$ cat src/rtl/pong_referee_if.sv
// pong_referee_if: signal bundle between the pong referee and the rest of the
// game (ball/paddle position sources on one side, Ball FSM and score display on
// the other).
//
//   new_game    1-cycle pulse: clear scores, leave GAME_OVER
//   ball_x/y    ball top-left position (10 bits each)
//   ball_w/h    ball size (8 bits each)
//   paddle_l_y  left paddle top y
//   paddle_r_y  right paddle top y
//   bounce      bounce code to the Ball: 00 none, 01 paddle, 10 wall, 11 scored
//   score_l/r   player scores
//   point       1-cycle pulse: 01 left scored, 10 right scored
//   game_over   high while the game is over
//   fsm_state   referee FSM state, for debug/observation only
//
// Handshake: bounce acts as a "valid" that the referee holds steady until the
// Ball has acted on it. The Ball never raises a ready signal; consumption is
// inferred from the ball position leaving the latched contact position. After
// consumption bounce drops to 00 on the next cycle and is never re-raised for
// the same contact.
//
// master: drives positions and new_game, observes referee outputs.
// slave : the referee itself.
interface pong_referee_if;
  logic       new_game;
  logic [9:0] ball_x;
  logic [9:0] ball_y;
  logic [7:0] ball_w;
  logic [7:0] ball_h;
  logic [9:0] paddle_l_y;
  logic [9:0] paddle_r_y;
  logic [1:0] bounce;
  logic [3:0] score_l;
  logic [3:0] score_r;
  logic [1:0] point;
  logic       game_over;
  logic [2:0] fsm_state;

  modport master (
    output new_game, ball_x, ball_y, ball_w, ball_h, paddle_l_y, paddle_r_y,
    input  bounce, score_l, score_r, point, game_over, fsm_state
  );

  modport slave (
    input  new_game, ball_x, ball_y, ball_w, ball_h, paddle_l_y, paddle_r_y,
    output bounce, score_l, score_r, point, game_over, fsm_state
  );
endinterface

$ cat src/rtl/pong_referee.sv
// pong_referee: collision and score referee placed directly upstream of the
// Ball FSM. Detects goal, paddle and wall contacts from the ball and paddle
// positions, presents a registered 2-bit bounce code to the Ball and holds it
// until the Ball has moved, keeps both scores and flags game over.
//
// Ports:
//   clock  system clock
//   reset  synchronous, active-high; overrides everything
//   bus    pong_referee_if.slave (positions and new_game in; bounce, scores,
//          point, game_over and debug fsm_state out)
module pong_referee #(
  parameter int SCREEN_X   = 640,
  parameter int SCREEN_Y   = 480,
  parameter int PADDLE_L_X = 16,
  parameter int PADDLE_R_X = 616,
  parameter int PADDLE_W   = 8,
  parameter int PADDLE_H   = 64,
  parameter int MAX_SCORE  = 9
) (
  input  logic          clock,
  input  logic          reset,
  pong_referee_if.slave bus
);

  typedef enum logic [2:0] {
    ST_PLAY      = 3'd0,
    ST_HOLD      = 3'd1,
    ST_COOLDOWN  = 3'd2,
    ST_SCORE     = 3'd3,
    ST_GAME_OVER = 3'd4
  } state_t;

  localparam logic [1:0] CODE_NONE = 2'b00;
  localparam logic [1:0] CODE_PAD  = 2'b01;
  localparam logic [1:0] CODE_WALL = 2'b10;
  localparam logic [1:0] CODE_GOAL = 2'b11;

  localparam logic [10:0] SX       = 11'(SCREEN_X);
  localparam logic [10:0] SY       = 11'(SCREEN_Y);
  localparam logic [10:0] PL_LEFT  = 11'(PADDLE_L_X);
  localparam logic [10:0] PL_RIGHT = 11'(PADDLE_L_X + PADDLE_W);
  localparam logic [10:0] PR_LEFT  = 11'(PADDLE_R_X);
  localparam logic [10:0] PR_RIGHT = 11'(PADDLE_R_X + PADDLE_W);
  localparam logic [10:0] PH       = 11'(PADDLE_H);
  localparam logic [3:0]  MAX      = 4'(MAX_SCORE);

  // ---------------------------------------------------------------------
  // Contact terms. All edges are 11-bit so x+w / y+h never overflow; a ball
  // that was decremented past 0 wraps to a large value and reads as "beyond".
  // ---------------------------------------------------------------------
  logic [10:0] x_lo, x_hi, y_lo, y_hi;
  logic [10:0] pl_top, pl_bot, pr_top, pr_bot;
  logic        goal_l, goal_r, goal, pad_l, pad_r, pad, wall;

  assign x_lo   = {1'b0, bus.ball_x};
  assign y_lo   = {1'b0, bus.ball_y};
  assign x_hi   = x_lo + {3'b000, bus.ball_w};
  assign y_hi   = y_lo + {3'b000, bus.ball_h};
  assign pl_top = {1'b0, bus.paddle_l_y};
  assign pr_top = {1'b0, bus.paddle_r_y};
  assign pl_bot = pl_top + PH;
  assign pr_bot = pr_top + PH;

  assign goal_l = (bus.ball_x == 10'd0) || (x_lo > SX);
  assign goal_r = (x_hi >= SX) && (x_lo <= SX);
  assign goal   = goal_l || goal_r;
  assign pad_l  = (x_lo < PL_RIGHT) && (x_hi > PL_LEFT) &&
                  (y_lo < pl_bot) && (y_hi > pl_top);
  assign pad_r  = (x_lo < PR_RIGHT) && (x_hi > PR_LEFT) &&
                  (y_lo < pr_bot) && (y_hi > pr_top);
  assign pad    = pad_l || pad_r;
  assign wall   = (bus.ball_y == 10'd0) || (y_lo > SY) || (y_hi >= SY);

  // Highest-priority class present this cycle: GOAL > PAD > WALL.
  logic [1:0] event_code;
  assign event_code = goal ? CODE_GOAL :
                      pad  ? CODE_PAD  :
                      wall ? CODE_WALL : CODE_NONE;

  // ---------------------------------------------------------------------
  // State and datapath registers
  // ---------------------------------------------------------------------
  state_t      state, next_state;
  logic [1:0]  code_q;      // class of the contact being held / cooled down
  logic [19:0] pos_q;       // {ball_x, ball_y} at the moment of the contact
  logic        side_l_q;    // held goal was on the left edge
  logic [1:0]  bounce_q, bounce_d;
  logic [1:0]  point_q, point_d;
  logic [3:0]  score_l_q, score_l_d, score_r_q, score_r_d;

  logic        take;        // accept a new contact into HOLD this cycle
  logic [1:0]  take_code;
  logic [1:0]  cool_code;   // contact acceptable while cooling down
  logic        cool_term;   // the suppressed class is still in contact
  logic        consumed;
  logic        at_max;

  // In COOLDOWN the suppressed class is judged on its own term, not on the
  // prioritised code, so a wall hit hidden behind a paddle hit still gets in.
  always_comb begin
    cool_code = CODE_NONE;
    if (goal)                             cool_code = CODE_GOAL;
    else if (pad  && code_q != CODE_PAD)  cool_code = CODE_PAD;
    else if (wall && code_q != CODE_WALL) cool_code = CODE_WALL;
  end

  always_comb begin
    case (code_q)
      CODE_PAD:  cool_term = pad;
      CODE_WALL: cool_term = wall;
      CODE_GOAL: cool_term = goal;
      default:   cool_term = 1'b0;
    endcase
  end

  assign consumed = ({bus.ball_x, bus.ball_y} != pos_q);
  assign at_max   = ((score_l_q == MAX) || (score_r_q == MAX)) && !bus.new_game;

  // Process 1: state register (plus the registers it steers)
  always_ff @(posedge clock) begin
    if (reset) begin
      state     <= ST_PLAY;
      code_q    <= CODE_NONE;
      pos_q     <= 20'd0;
      side_l_q  <= 1'b0;
      bounce_q  <= CODE_NONE;
      point_q   <= 2'b00;
      score_l_q <= 4'd0;
      score_r_q <= 4'd0;
    end else begin
      state     <= next_state;
      bounce_q  <= bounce_d;
      point_q   <= point_d;
      score_l_q <= score_l_d;
      score_r_q <= score_r_d;
      if (take) begin
        code_q   <= take_code;
        pos_q    <= {bus.ball_x, bus.ball_y};
        side_l_q <= goal_l;
      end
    end
  end

  // Process 2: next-state logic
  always_comb begin
    next_state = state;
    take       = 1'b0;
    take_code  = CODE_NONE;
    case (state)
      ST_PLAY: begin
        if (event_code != CODE_NONE) begin
          take       = 1'b1;
          take_code  = event_code;
          next_state = ST_HOLD;
        end
      end
      ST_HOLD: begin
        if (consumed) next_state = (code_q == CODE_GOAL) ? ST_SCORE : ST_COOLDOWN;
      end
      ST_COOLDOWN: begin
        if (cool_code != CODE_NONE) begin
          take       = 1'b1;
          take_code  = cool_code;
          next_state = ST_HOLD;
        end else if (!cool_term) begin
          next_state = ST_PLAY;
        end
      end
      ST_SCORE: begin
        // Scores were already updated on entry, so compare them directly.
        next_state = at_max ? ST_GAME_OVER : ST_COOLDOWN;
      end
      ST_GAME_OVER: begin
        if (bus.new_game) next_state = ST_PLAY;
      end
      default: next_state = ST_PLAY;
    endcase
  end

  // Process 3: output logic (next values of the registered outputs)
  always_comb begin
    bounce_d  = CODE_NONE;
    point_d   = 2'b00;
    score_l_d = score_l_q;
    score_r_d = score_r_q;
    if (next_state == ST_HOLD) bounce_d = take ? take_code : code_q;
    // Award on the transition into SCORE so point and the new score appear
    // together during the SCORE cycle.
    if (state == ST_HOLD && next_state == ST_SCORE) begin
      if (side_l_q) begin
        point_d = 2'b10;
        if (score_r_q < MAX) score_r_d = score_r_q + 4'd1;
      end else begin
        point_d = 2'b01;
        if (score_l_q < MAX) score_l_d = score_l_q + 4'd1;
      end
    end
    if (bus.new_game) begin
      score_l_d = 4'd0;
      score_r_d = 4'd0;
    end
  end

  assign bus.bounce    = bounce_q;
  assign bus.point     = point_q;
  assign bus.score_l   = score_l_q;
  assign bus.score_r   = score_r_q;
  assign bus.game_over = (state == ST_GAME_OVER);
  assign bus.fsm_state = state;

endmodule

$ cat src/flat_wrapper.sv
// flat-port wrapper written by rule: the top's interface ports become plain ports
module pong_referee_flat 
#(
  parameter int SCREEN_X   = 640,
  parameter int SCREEN_Y   = 480,
  parameter int PADDLE_L_X = 16,
  parameter int PADDLE_R_X = 616,
  parameter int PADDLE_W   = 8,
  parameter int PADDLE_H   = 64,
  parameter int MAX_SCORE  = 9
)
  (clock, reset, bus_new_game, bus_ball_x, bus_ball_y, bus_ball_w, bus_ball_h, bus_paddle_l_y, bus_paddle_r_y, bus_bounce, bus_score_l, bus_score_r, bus_point, bus_game_over, bus_fsm_state);
  pong_referee_if bus_i ();
  input  logic clock;
  input  logic reset;
  input wire logic [$bits(bus_i.new_game)-1:0] bus_new_game;
  input wire logic [$bits(bus_i.ball_x)-1:0] bus_ball_x;
  input wire logic [$bits(bus_i.ball_y)-1:0] bus_ball_y;
  input wire logic [$bits(bus_i.ball_w)-1:0] bus_ball_w;
  input wire logic [$bits(bus_i.ball_h)-1:0] bus_ball_h;
  input wire logic [$bits(bus_i.paddle_l_y)-1:0] bus_paddle_l_y;
  input wire logic [$bits(bus_i.paddle_r_y)-1:0] bus_paddle_r_y;
  output wire logic [$bits(bus_i.bounce)-1:0] bus_bounce;
  output wire logic [$bits(bus_i.score_l)-1:0] bus_score_l;
  output wire logic [$bits(bus_i.score_r)-1:0] bus_score_r;
  output wire logic [$bits(bus_i.point)-1:0] bus_point;
  output wire logic [$bits(bus_i.game_over)-1:0] bus_game_over;
  output wire logic [$bits(bus_i.fsm_state)-1:0] bus_fsm_state;
  assign bus_i.new_game = bus_new_game;
  assign bus_i.ball_x = bus_ball_x;
  assign bus_i.ball_y = bus_ball_y;
  assign bus_i.ball_w = bus_ball_w;
  assign bus_i.ball_h = bus_ball_h;
  assign bus_i.paddle_l_y = bus_paddle_l_y;
  assign bus_i.paddle_r_y = bus_paddle_r_y;
  assign bus_bounce = bus_i.bounce;
  assign bus_score_l = bus_i.score_l;
  assign bus_score_r = bus_i.score_r;
  assign bus_point = bus_i.point;
  assign bus_game_over = bus_i.game_over;
  assign bus_fsm_state = bus_i.fsm_state;
  pong_referee #(.SCREEN_X(SCREEN_X), .SCREEN_Y(SCREEN_Y), .PADDLE_L_X(PADDLE_L_X), .PADDLE_R_X(PADDLE_R_X), .PADDLE_W(PADDLE_W), .PADDLE_H(PADDLE_H), .MAX_SCORE(MAX_SCORE)) u_core (.clock(clock), .reset(reset), .bus(bus_i));
endmodule
$ cat config.mk
export PLATFORM = sky130hd
export DESIGN_NAME = pong_referee_flat
export DESIGN_NICKNAME = d
export VERILOG_FILES = /design/src/rtl/pong_referee_if.sv /design/src/rtl/pong_referee.sv /design/src/flat_wrapper.sv
export SDC_FILE = /design/constraint.sdc
export NUM_CORES = 1
export LEC_CHECK = 0
export CAP_MARGIN = 20
export CORE_MARGIN = 4
export CORE_UTILIZATION = 50
export DETAILED_ROUTE_END_ITERATION = 16
export PLACE_DENSITY = 0.77
export SLEW_MARGIN = 20
export SYNTH_ARGS = -nofsm -noshare
export SYNTH_HDL_FRONTEND = slang
export SYNTH_SLANG_ARGS = --single-unit
$ cat constraint.sdc
create_clock -name clock -period 11.9 [get_ports clock]
set_input_delay 1.785 -clock clock [delete_from_list [all_inputs] [get_ports clock]]
set_output_delay 1.785 -clock clock [all_outputs]
set_load 0.03 [all_outputs]
==> metrics.txt, run 1 <==
synthesized net count=about 600; first-pass GRT wire length=18,400 microns; Post-CTS Setup Inserts=0; routed len/inst=~17 microns; std cell rows=33; reg2reg start=u_core.pos_q[2]$_SDFFE_PP0P_; PwrDens=approximately 110 nW/um^2; final cell count without fillers=660; R2R cell count=7; yosys warns=0; Vias/cell=between 5 and 6; TritonCTS clock tree=done; hold path start=u_core.pos_q[14]$_SDFFE_PP0P_; vias=between 3,000 and 4,000; cell depth of the worst hold path=2; Async SR Flop Fraction=0%; Area contributors post-synth=ha_1, dfxtp_1, nand3_2; total CTS buffers=5; final-stage net count=677; CP Buf/Inv Count=3; largest net degree at the start of global routing=27; RSZ-0062 raised after global routing=no; CTS root buf=clkbuf_8; startpoint class of the critical path=primary input; share of post-route cells with drive strength above 1=between 10% and 20%; Syn Area/Cell=about 8.6 sq um; hpwl dp=8860 microns; Pre-antenna DRT Iters=4; Die X=a little under 100 microns; footprint of the multi-input gates=between 3000 and 4000 sq um; area delta synth->final=22.8%; PortBufs=74; H-tree Lvls=2; DRC Markers=0; Starting DRT DRC Count=220; critical path endpoint category=register; slew margin rel.=around 50%; prevailing post-synth register cell=dfxtp_1; Finished Cell Area=approximately 5000 sq um; top-count cell post-synth=ha_1; Syn Inst Count=~490; WP data required=12.09 ns; FF-to-FF setup slack=approximately 9.4 ns; die area=approximately 9800 sq um; Yosys reg bits=38; CP Max Fanout=13; Initial Util=between 50% and 60%; # IOs=75; Slew @ Worst Pin=~0.75 ns; final hold vios=0; gr ovfl total=0; kind of critical path=primary input to register; core area=8130 sq um; clock slew at reported path FFs=about 0.08 ns; post-synth cell types=between 70 and 80; initial antenna violation count=0; filler cell count=between 700 and 800; slowest library cell on the worst path=a2111o_1; Critical R2R Capture=u_core.bus.score_l[2]$_SDFFE_PP0P_; area share of the largest cell type after synthesis=18.7%; Worst EP arrival=slightly above 7 ns; EDFF count, synth=0; All-Layer GR Usage=22.4%; n_diodes=0; Final min period=approximately 7 ns; Final Max Tran Viols=0; Cell Area, Synth=between 4000 and 5000 sq um; Max stage delay on crit path=~0.71 ns; peak supply drop=between 60 and 70 uV; sequential area share after synthesis=between 15 and 20%; vias in the first global route=3,910; f_max=between 0.1 and 0.15 GHz; Placed Cells=650; Routed WL=11,300 microns; CP delay by family, top=compound AO/OA/AOI/OAI gates; final setup TNS=0 ns; clk_skew=0.0146 ns; Pleak=roughly 2.0 nW; Die H=~100 microns; worst hold path class=register to register; Final period util=around three fifths; CTS Sinks=38; Sequential Area=roughly 760 sq um; count of final setup violators=0; Min-Delay Endpoint=u_core.pos_q[14]$_SDFFE_PP0P_; placed inst area=~4900 sq um; Critical Path, Cell by Cell=clkdlybuf4s50_1 -> ha_1 -> fa_1 -> a211oi_1 -> o21bai_1 -> a21oi_1 -> xor2_1 -> inv_1 -> ha_1 -> nand4_1 -> or2_1 -> o21bai_1 -> a31o_1 -> a222oi_1 -> nand3_1 -> o21a_1 -> a2111o_1 -> buf_8 -> a311oi_1; commonest cells in the netlist=ha_1, dfxtp_1, inv_1; gpl congestion=~0.96; MaxCap Viol Count=0; CTS Hold Buffers Added=0; Yosys top cell by area=ha_1; CTS Buffer Depth=2; Resized cells post-CTS=0; antenna-violating nets left=0; outcome=finished, final reports clean; worst skew pair latency=0.30 ns
==> cell usage in the layout, fill, tap and decap left out, types with 3 or more instances in the layout <==
master,count
clkbuf_8,5
o21bai_1,3
ha_1,62
mux2i_1,3
a21o_1,8
nand3_2,20
nor3_1,8
and3_1,3
nand3_1,13
a21oi_1,24
nor2_1,25
nor2b_1,8
nand2b_1,7
a21oi_2,20
a211oi_1,12
xnor2_1,21
inv_1,37
o21ai_0,11
o21a_1,5
buf_4,3
clkdlybuf4s50_1,74
nand2_1,22
o21ai_1,22
o211ai_1,5
nand3b_1,4
o22ai_1,3
nor3b_1,4
nor4_1,5
dfxtp_1,38
xor2_1,19
nand4_1,9
==> area by class of cell <==
cell class,count,share of cell area [%]
Clock inverter,3,1.35
Inverter,37,2.72
Timing Repair Buffer,78,15.2
Sequential cell,38,14.9
Clock buffer,5,1.35
Tap cell,105,2.57
Multi-Input combinational cell,394,61.9
==> metal layers <==
metal	routed length, microns	global-route usage, %	vias up
li1	-	-	1928
met1	4960	28.1	1812
met2	5550	40.7	95
met3	541	2.59	15
met4	221	5.57	0
met5	0	0	-
==> cells by family after synthesis <==
logic type,Yosys count,share of synthesized area (%)
AO/OA/AOI/OAI,149,27.5
AND/OR/NAND/NOR,138,19.7
adder cells (fa/ha/maj),64,19.6
buffers and inverters,54,5.72
XOR/XNOR,40,8.42
flip-flops,38,18.3
multiplexers,3,0.722
==> state kept, by name, indices dropped and copies added (netlist names) <==
| name | count |
|---|---|
| u_core.bus.score_l | 4 |
| u_core.pos_q | 20 |
| u_core.bus.point | 2 |
| u_core.bus.score_r | 4 |
| u_core.side_l_q | 1 |
| u_core.bus.fsm_state | 3 |
| u_core.bus.bounce | 2 |
| u_core.code_q | 2 |
==> how the worst max path moves through the flow <==
| stage | cells past startpoint | slack, ns | end | startpoint |
|---|---|---|---|---|
| after floorplan | 19 | 6.05 | u_core.bus.bounce[0]$_SDFF_PP0_ | bus_ball_h[0] |
| after global placement | 19 | 4.62 | u_core.bus.bounce[1]$_SDFF_PP0_ | bus_ball_y[0] |
| after detailed placement | 19 | 4.51 | u_core.bus.bounce[0]$_SDFF_PP0_ | bus_ball_y[0] |
| after CTS | 19 | 4.79 | u_core.code_q[1]$_SDFF_PP0_ | bus_ball_y[0] |
| after global routing | 20 | 4.61 | u_core.pos_q[7]$_SDFFE_PP0P_ | bus_ball_y[0] |
| final | 19 | 4.93 | u_core.side_l_q$_SDFFE_PP0P_ | bus_ball_y[0] |
==> worst register-to-register path, stage by stage (launching register included) <==
cell and delay [ns]:
dfxtp_1 0.33, xor2_1 0.16, nor4_1 0.36, nand3_1 0.20, a311o_1 0.42, a2111o_1 0.49, or3_1 0.34, a21oi_1 0.14
==> through the flow <==
step / total power, W / setup slack (ns) / utilization (%) / hold WS (ns)
after floorplan: 0.000336 / 6.05 / - / 0.451
after global placement: 0.000394 / 4.62 / 60.8 / 0.458
after detailed placement: 0.000402 / 4.51 / 60.8 / 0.464
after CTS: 0.000537 / 4.79 / 62.5 / 0.477
after global routing: 0.000574 / 4.61 / 62.8 / 0.489
final: 0.000541 / 4.93 / 62.8 / 0.474
==> power breakdown <==
part	switching, W	internal [W]
clock network	0.0000500	0.0000841
logic	0.000139	0.000110
registers	0.0000151	0.000142
Note: power is estimated with default switching activity, not from simulation.
==> run 2: changes to the inputs <==
Settings changed: CORE_UTILIZATION 50 to 49, PLACE_DENSITY 0.77 to 0.78.
Clock period 11.9 ns to 5.9 ns, I/O delays scaled along.
==> run 2 against run 1 <==
  * Final cell count is 1.7% higher
  * Final area is 1.4% higher
  * Combinational power is 110% higher
  * Clock-buffer cell count is 1 higher
  * Largest cell class unchanged
  * Sequential power is 100% higher
  * Sequential share of layout area is 0.20 points lower
  * Critical path depth is 1 higher
  * Critical path type unchanged
  * Worst hold slack better by 0.0017 ns
==> metrics.txt, run 2 (synthesis results as in run 1) <==
outcome=finished, final reports clean; slew margin rel.=59.1% (+9.1 points); RSZ-0062 raised after global routing=no; peak supply drop=227 uV (+230%); critical path endpoint category=register; All-Layer GR Usage=22.0% (-0.41 points); # IOs=75 (unchanged); Starting DRT DRC Count=203 (-7.7%); slowest library cell on the worst path=a2111o_1; Pre-antenna DRT Iters=4 (unchanged); Critical Path, Cell by Cell=clkdlybuf4s50_1 -> ha_1 -> fa_1 -> a211oi_1 -> o21bai_1 -> a21oi_1 -> xor2_1 -> inv_1 -> ha_1 -> nand4_1 -> or2_1 -> o21bai_1 -> a31o_1 -> a222oi_1 -> nand3_1 -> o21a_1 -> a2111o_1 -> buf_4 -> nand3_2 -> a21oi_2; vias=3,844 (-0.16%); Place WS=0.0784 ns (-4.43 ns); kind of critical path=primary input to register; routed len/inst=16.6 microns (-2.8%); MaxCap Viol Count=0 (unchanged); most common cell after layout, fill and taps aside=clkdlybuf4s50_1; area delta synth->final=24.5%; CTS root buf=clkbuf_8; worst hold path class=register to register; core area=8220 sq um (+1.0%); Post-CTS Setup Inserts=0 (unchanged); WP data required=6.06 ns (-6.03 ns); largest net degree at the start of global routing=27 (unchanged); Routed WL=11,100 microns (-1.2%); CTS Buffer Depth=2 (unchanged); final setup TNS=0 ns (unchanged); CP Buf/Inv Count=3 (unchanged); commonest non-fill, non-tap cells in the layout=clkdlybuf4s50_1, ha_1, dfxtp_1, inv_1, nor2_1; Most flops, register=u_core.pos_q; CTS Hold Buffers Added=0 (unchanged); Die X=100 microns (+0.94%); PwrDens=204 nW/um^2 (+93%); Final Max Tran Viols=0 (unchanged); Initial Util=50.6% (-0.51 points); total CTS buffers=5 (unchanged); startpoint class of the critical path=primary input; antenna-violating nets left=0 (unchanged); DRC Markers=0 (unchanged); CP delay by family, top=compound AO/OA/AOI/OAI gates; Final period util=about 94%; initial antenna violation count=0 (unchanged); worst skew pair latency=0.29 ns (about the same); CP Max Fanout=14 (+1); clk_skew=0.00498 ns (-0.00962 ns); share of post-route cells with drive strength above 1=14.0% (+1.7 points); setup ws final=0.333 ns (-4.60 ns); Worst EP arrival=5.73 ns (-1.43 ns); hpwl dp=9080 microns (+2.5%); CTS Sinks=38 (unchanged); Pleak=2.10 nW (+2.4%); clock slew at reported path FFs=0.07 ns (about the same); Vias/cell=5.73 (-1.8%); H-tree Lvls=2 (unchanged); first-pass GRT wire length=18,100 microns (-1.5%); final-stage net count=689 (+1.8%); Max stage delay on crit path=0.52 ns (-0.19 ns); filler cell count=714 (+1.4%); final hold vios=0 (unchanged); TritonCTS clock tree=done; Die H=100 microns (+0.94%); Resized cells post-CTS=0 (unchanged); vias in the first global route=3,856 (-1.4%); count of final setup violators=0 (unchanged); PortBufs=74 (unchanged); gr ovfl total=0 (unchanged); number of flip-flops under the largest register name=20 (unchanged); n_diodes=0 (unchanged); Final min period=5.57 ns; die area=10,000 sq um (+1.9%); gpl congestion=0.914 (-4.8%); f_max=0.180 GHz; Slew @ Worst Pin=0.613 ns (-0.138 ns); std cell rows=33 (unchanged)
==> run 2: cell count changes in the layout (fill, tap and decap cells not counted), sizes merged <==
| cell | change |
|---|---|
| clkinv | -1 |
| clkbuf | +1 |
| bufinv | -1 |
| buf | +12 |
==> run 2: final cells by class <==
cell class / instances / area [sq um] / share of cell area [%]
clock inverter: 1 / 30.0 / 0.580
timing repair buffer: 90 / 873 / 16.9
tap: 105 / 131 / 2.54
sequential: 38 / 761 / 14.7
multi-input combinational: 394 / 3160 / 61.0
inverter: 37 / 139 / 2.68
clock buffer: 6 / 82.6 / 1.59
==> run 2: through the flow <==
step | power [W] | instances | util (%) | cell area [sq um] | hold slack [ns]
5_1_grt | 0.00113 | 671 | 63.0 | 5180 | 0.488
3_5_place_dp | 0.000832 | 664 | 61.6 | 5060 | 0.465
3_3_place_gp | 0.000816 | 664 | 61.6 | 5060 | 0.458
6_report | 0.00106 | 671 | 63.0 | 5180 | 0.475
4_1_cts | 0.00106 | 671 | 63.0 | 5180 | 0.477
2_1_floorplan | 0.000677 | 486 | - | 4160 | 0.451
==> run 2: worst reg2reg max path, stage by stage, from the launching register on <==
cell	delay [ns]
dfxtp_1	0.33
xor2_1	0.19
nor4_1	0.37
nand3_1	0.20
a311o_1	0.42
a2111o_1	0.49
or3_1	0.33
a21oi_1	0.14
==> run 2: final timing paths <==
check,from,slack [ns],to,cells past startpoint
setup / recovery,bus_ball_y[0],0.33,u_core.pos_q[2]$_SDFFE_PP0P_,20
hold / removal,u_core.pos_q[1]$_SDFFE_PP0P_,0.48,u_core.pos_q[1]$_SDFFE_PP0P_,2
setup reg to reg,u_core.pos_q[14]$_SDFFE_PP0P_,3.35,u_core.bus.score_l[2]$_SDFFE_PP0P_,7
hold reg to reg,u_core.pos_q[1]$_SDFFE_PP0P_,0.48,u_core.pos_q[1]$_SDFFE_PP0P_,2
==> run 2: layer usage <==
| metal | wire length, microns | track usage, % | vias to the layer above | part of all wire (%) |
|---|---|---|---|---|
| met4 | 199 | 5.91 | 0 | 1.8 |
| met5 | 0 | 0 | - | 0 |
| met3 | 556 | 3.47 | 24 | 5.0 |
| met2 | 5450 | 39.1 | 88 | 49 |
| met1 | 4930 | 27.5 | 1787 | 44 |
| li1 | - | - | 1945 | - |
==> run 2: power breakdown <==
part	internal, W	switching [W]	total (W)
sequential	0.000287	0.0000303	0.000317
combinational	0.000232	0.000281	0.000513
clock	0.000135	0.0000904	0.000226
total	0.000654	0.000402	0.00106
==> run 3: changes to the inputs <==
Settings changed: CTS_CLUSTER_SIZE set to 10, HOLD_SLACK_MARGIN set to 0.08.
Clock period 5.9 ns to 4.5 ns, I/O delays scaled along.
==> run 3 against run 2 <==
  * The run now ends with negative setup slack left
  * Non-clock buffer count up 66
  * Sequential power up 33%
  * Wire length up 25%
  * First-iteration DRC count up 42%
  * Setup slack worse by 0.72 ns
  * Clock power up 12%
  * Worst hold slack better by 0.0013 ns
  * Critical path type unchanged
  * Critical endpoint is now u_core.pos_q[18]$_SDFFE_PP0P_
  * Largest power group unchanged
==> metrics.txt, run 3 (synthesis results as in run 1) <==
std cell rows=33 (unchanged); peak supply drop=219 uV (-3.6%); Seq pwr share=25.4% (-4.6 points); Worst EP arrival=5.11 ns (-0.62 ns); CTS Hold Buffers Added=0 (unchanged); hpwl dp=9490 microns (+4.5%); clock slew at reported path FFs=0.08 ns (about the same); Starting DRT DRC Count=289 (+42%); final-stage net count=755 (+9.6%); Final period util=109%; failing checks=negative setup slack; outcome=complete, but fails checks; Most flops, register=u_core.pos_q; antenna-violating nets left=0 (unchanged); largest net degree at the start of global routing=21 (-22%); Die X=100 microns (unchanged); f_max=0.205 GHz; area delta synth->final=46.5%; total CTS buffers=5 (unchanged); worst skew pair latency=0.31 ns (+0.02 ns); Die H=100 microns (unchanged); FF-to-FF setup slack=1.88 ns (-1.47 ns); RSZ-0062 raised after global routing=yes; Comb pwr share=59.3% (+11 points); hold path start=u_core.pos_q[11]$_SDFFE_PP0P_; routed len/inst=18.9 microns (+14%); All-Layer GR Usage=25.7% (+3.7 points); WP data required=4.72 ns (-1.34 ns); Sequential Area=761 sq um (unchanged); Psw=0.000662 W (+65%); Initial Util=50.6% (unchanged); Pre-antenna DRT Iters=5 (+1); number of flip-flops under the largest register name=20 (unchanged); CTS root buf=clkbuf_8; R2R cell count=8 (+1); sw frac=39.9% (+1.9 points); Final min period=just under 5 ns; cell depth of the worst hold path=2 (unchanged); internal cell power=0.000997 W (+52%); vias in the first global route=4,465 (+16%); PortBufs=74 (unchanged); Routed WL=13,900 microns (+25%); TritonCTS clock tree=done; commonest non-fill, non-tap cells in the layout=clkdlybuf4s50_1, buf_4, ha_1, dfxtp_1, inv_1; reg2reg start=u_core.pos_q[13]$_SDFFE_PP0P_; Slew @ Worst Pin=0.728 ns (+0.115 ns); CTS Buffer Depth=2 (unchanged); DRC Markers=0 (unchanged); gpl congestion=0.997 (+9.1%); H-tree Lvls=2 (unchanged); Final Max Tran Viols=0 (unchanged); first-pass GRT wire length=21,000 microns (+16%); footprint of the multi-input gates=3450 sq um (+9.1%); PwrDens=272 nW/um^2 (+34%); vias=4,478 (+16%); Finished Cell Area=6090 sq um (+18%); Min-Delay Endpoint=u_core.pos_q[11]$_SDFFE_PP0P_; count of final setup violators=29 (+29); share of post-route cells with drive strength above 1=30.0% (+16 points); Placed Cells=702 (+5.7%); initial antenna violation count=0 (unchanged); final cell count without fillers=738 (+10%); final hold vios=0 (unchanged); Critical R2R Capture=u_core.bus.score_l[2]$_SDFFE_PP0P_; CP Max Fanout=5 (-9); setup ws final=-0.386 ns (-0.719 ns); Clock Power Share=15.3% (-6.1 points); Vias/cell=6.07 (+5.9%); n_diodes=0 (unchanged); Pleak=2.50 nW (+19%); kind of critical path=primary input to register; core area=8220 sq um (unchanged); Layout Utilization=74.1% (+11 points); worst hold path class=register to register; gr ovfl total=0 (unchanged); placed inst area=5390 sq um (+6.3%); # IOs=75 (unchanged); slew margin rel.=51.3% (-7.7 points); clk_skew=0.0114 ns (+0.00637 ns); MaxCap Viol Count=0 (unchanged); critical path endpoint category=register; startpoint class of the critical path=primary input; CTS Sinks=38 (unchanged); filler cell count=545 (-24%); die area=10,000 sq um (unchanged)
==> run 3: changes by cell type in the layout (fill, tap and decap cells not counted), sizes merged <==
cell | previous run | this run
buf | 16 | 84
bufinv | 1 | 0
clkbuf | 6 | 8
clkdlybuf4s15 | 0 | 1
clkdlybuf4s50 | 74 | 65
clkinv | 0 | 1
dlygate4sd2 | 0 | 5
==> run 3: what timing repair did <==
action / CTS / global route
setup buffers: 19 / 7
gates cloned: 7 / 0
pin swaps: 32 / 42
hold endpoints to repair: 0 / 0
endpoints found under the setup margin: 29 / 29
gates resized for setup: 54 / 37
==> run 3: how the worst max path moves through the flow <==
stage / start / cells after the start / end / slack [ns]
floorplan: bus_ball_h[0] / 19 / u_core.bus.bounce[0]$_SDFF_PP0_ / 0.006
global placement: bus_ball_y[0] / 19 / u_core.bus.bounce[0]$_SDFF_PP0_ / -0.74
detailed placement: bus_ball_y[0] / 19 / u_core.bus.bounce[0]$_SDFF_PP0_ / -0.86
CTS: bus_ball_y[0] / 22 / u_core.pos_q[18]$_SDFFE_PP0P_ / -0.21
global route: bus_ball_y[0] / 23 / u_core.pos_q[18]$_SDFFE_PP0P_ / -0.56
finish: bus_ball_y[0] / 23 / u_core.pos_q[18]$_SDFFE_PP0P_ / -0.39
==> run 3: metrics by stage <==
step	hold slack, ns	total power, W	setup WS [ns]	setup TNS (ns)
2_1_floorplan	0.451	0.000894	0.00610	0
5_1_grt	0.492	0.00174	-0.561	-13.56
6_report	0.477	0.00166	-0.386	-8.55
3_3_place_gp	0.458	0.00113	-0.735	-19.38
4_1_cts	0.473	0.00159	-0.206	-4.43
3_5_place_dp	0.460	0.00116	-0.858	-22.71
==> run 3: cell type report <==
type,instances,share of cell area [%]
inverter,37,2.28
timing repair buffer,156,25.0
clock inverter,1,0.0822
clock buffer,7,1.42
tap,105,2.16
sequential,38,12.5
multi-input combinational,394,56.6
==> run 3: layer usage <==
metal  up-vias  part of all wire (%)  track usage [%]
met5         -                     0                0
met4         0                   4.0             11.6
met3        60                   6.7             4.10
met2       210                    50             45.8
met1      2116                    40             30.2
li1       2092                     -                -
==> run 3: critical path, cell delays in order <==
cell and delay, ns:
buf_8 0.10, ha_4 0.15, fa_2 0.39, a211oi_4 0.29, o21bai_1 0.10, a21oi_1 0.16, xor2_1 0.24, inv_2 0.09
ha_4 0.27, nand4_1 0.10, or2_1 0.26, o21bai_4 0.18, a31o_1 0.17, a222oi_1 0.29, nand3_1 0.22, o21a_4 0.26
buf_6 0.13, a2111oi_4 0.37, buf_4 0.21, buf_12 0.11, buf_12 0.11, o21ai_4 0.05, a21oi_2 0.15
==> run 3: power groups by stage <==
stage	clock network [W]	registers [W]	logic (W)
3_5_place_dp	0	0.000422	0.000734
5_1_grt	0.000264	0.000424	0.00105
6_report	0.000253	0.000422	0.000984
3_3_place_gp	0	0.000421	0.000711
2_1_floorplan	0	0.000428	0.000466
4_1_cts	0.000252	0.000417	0.000925
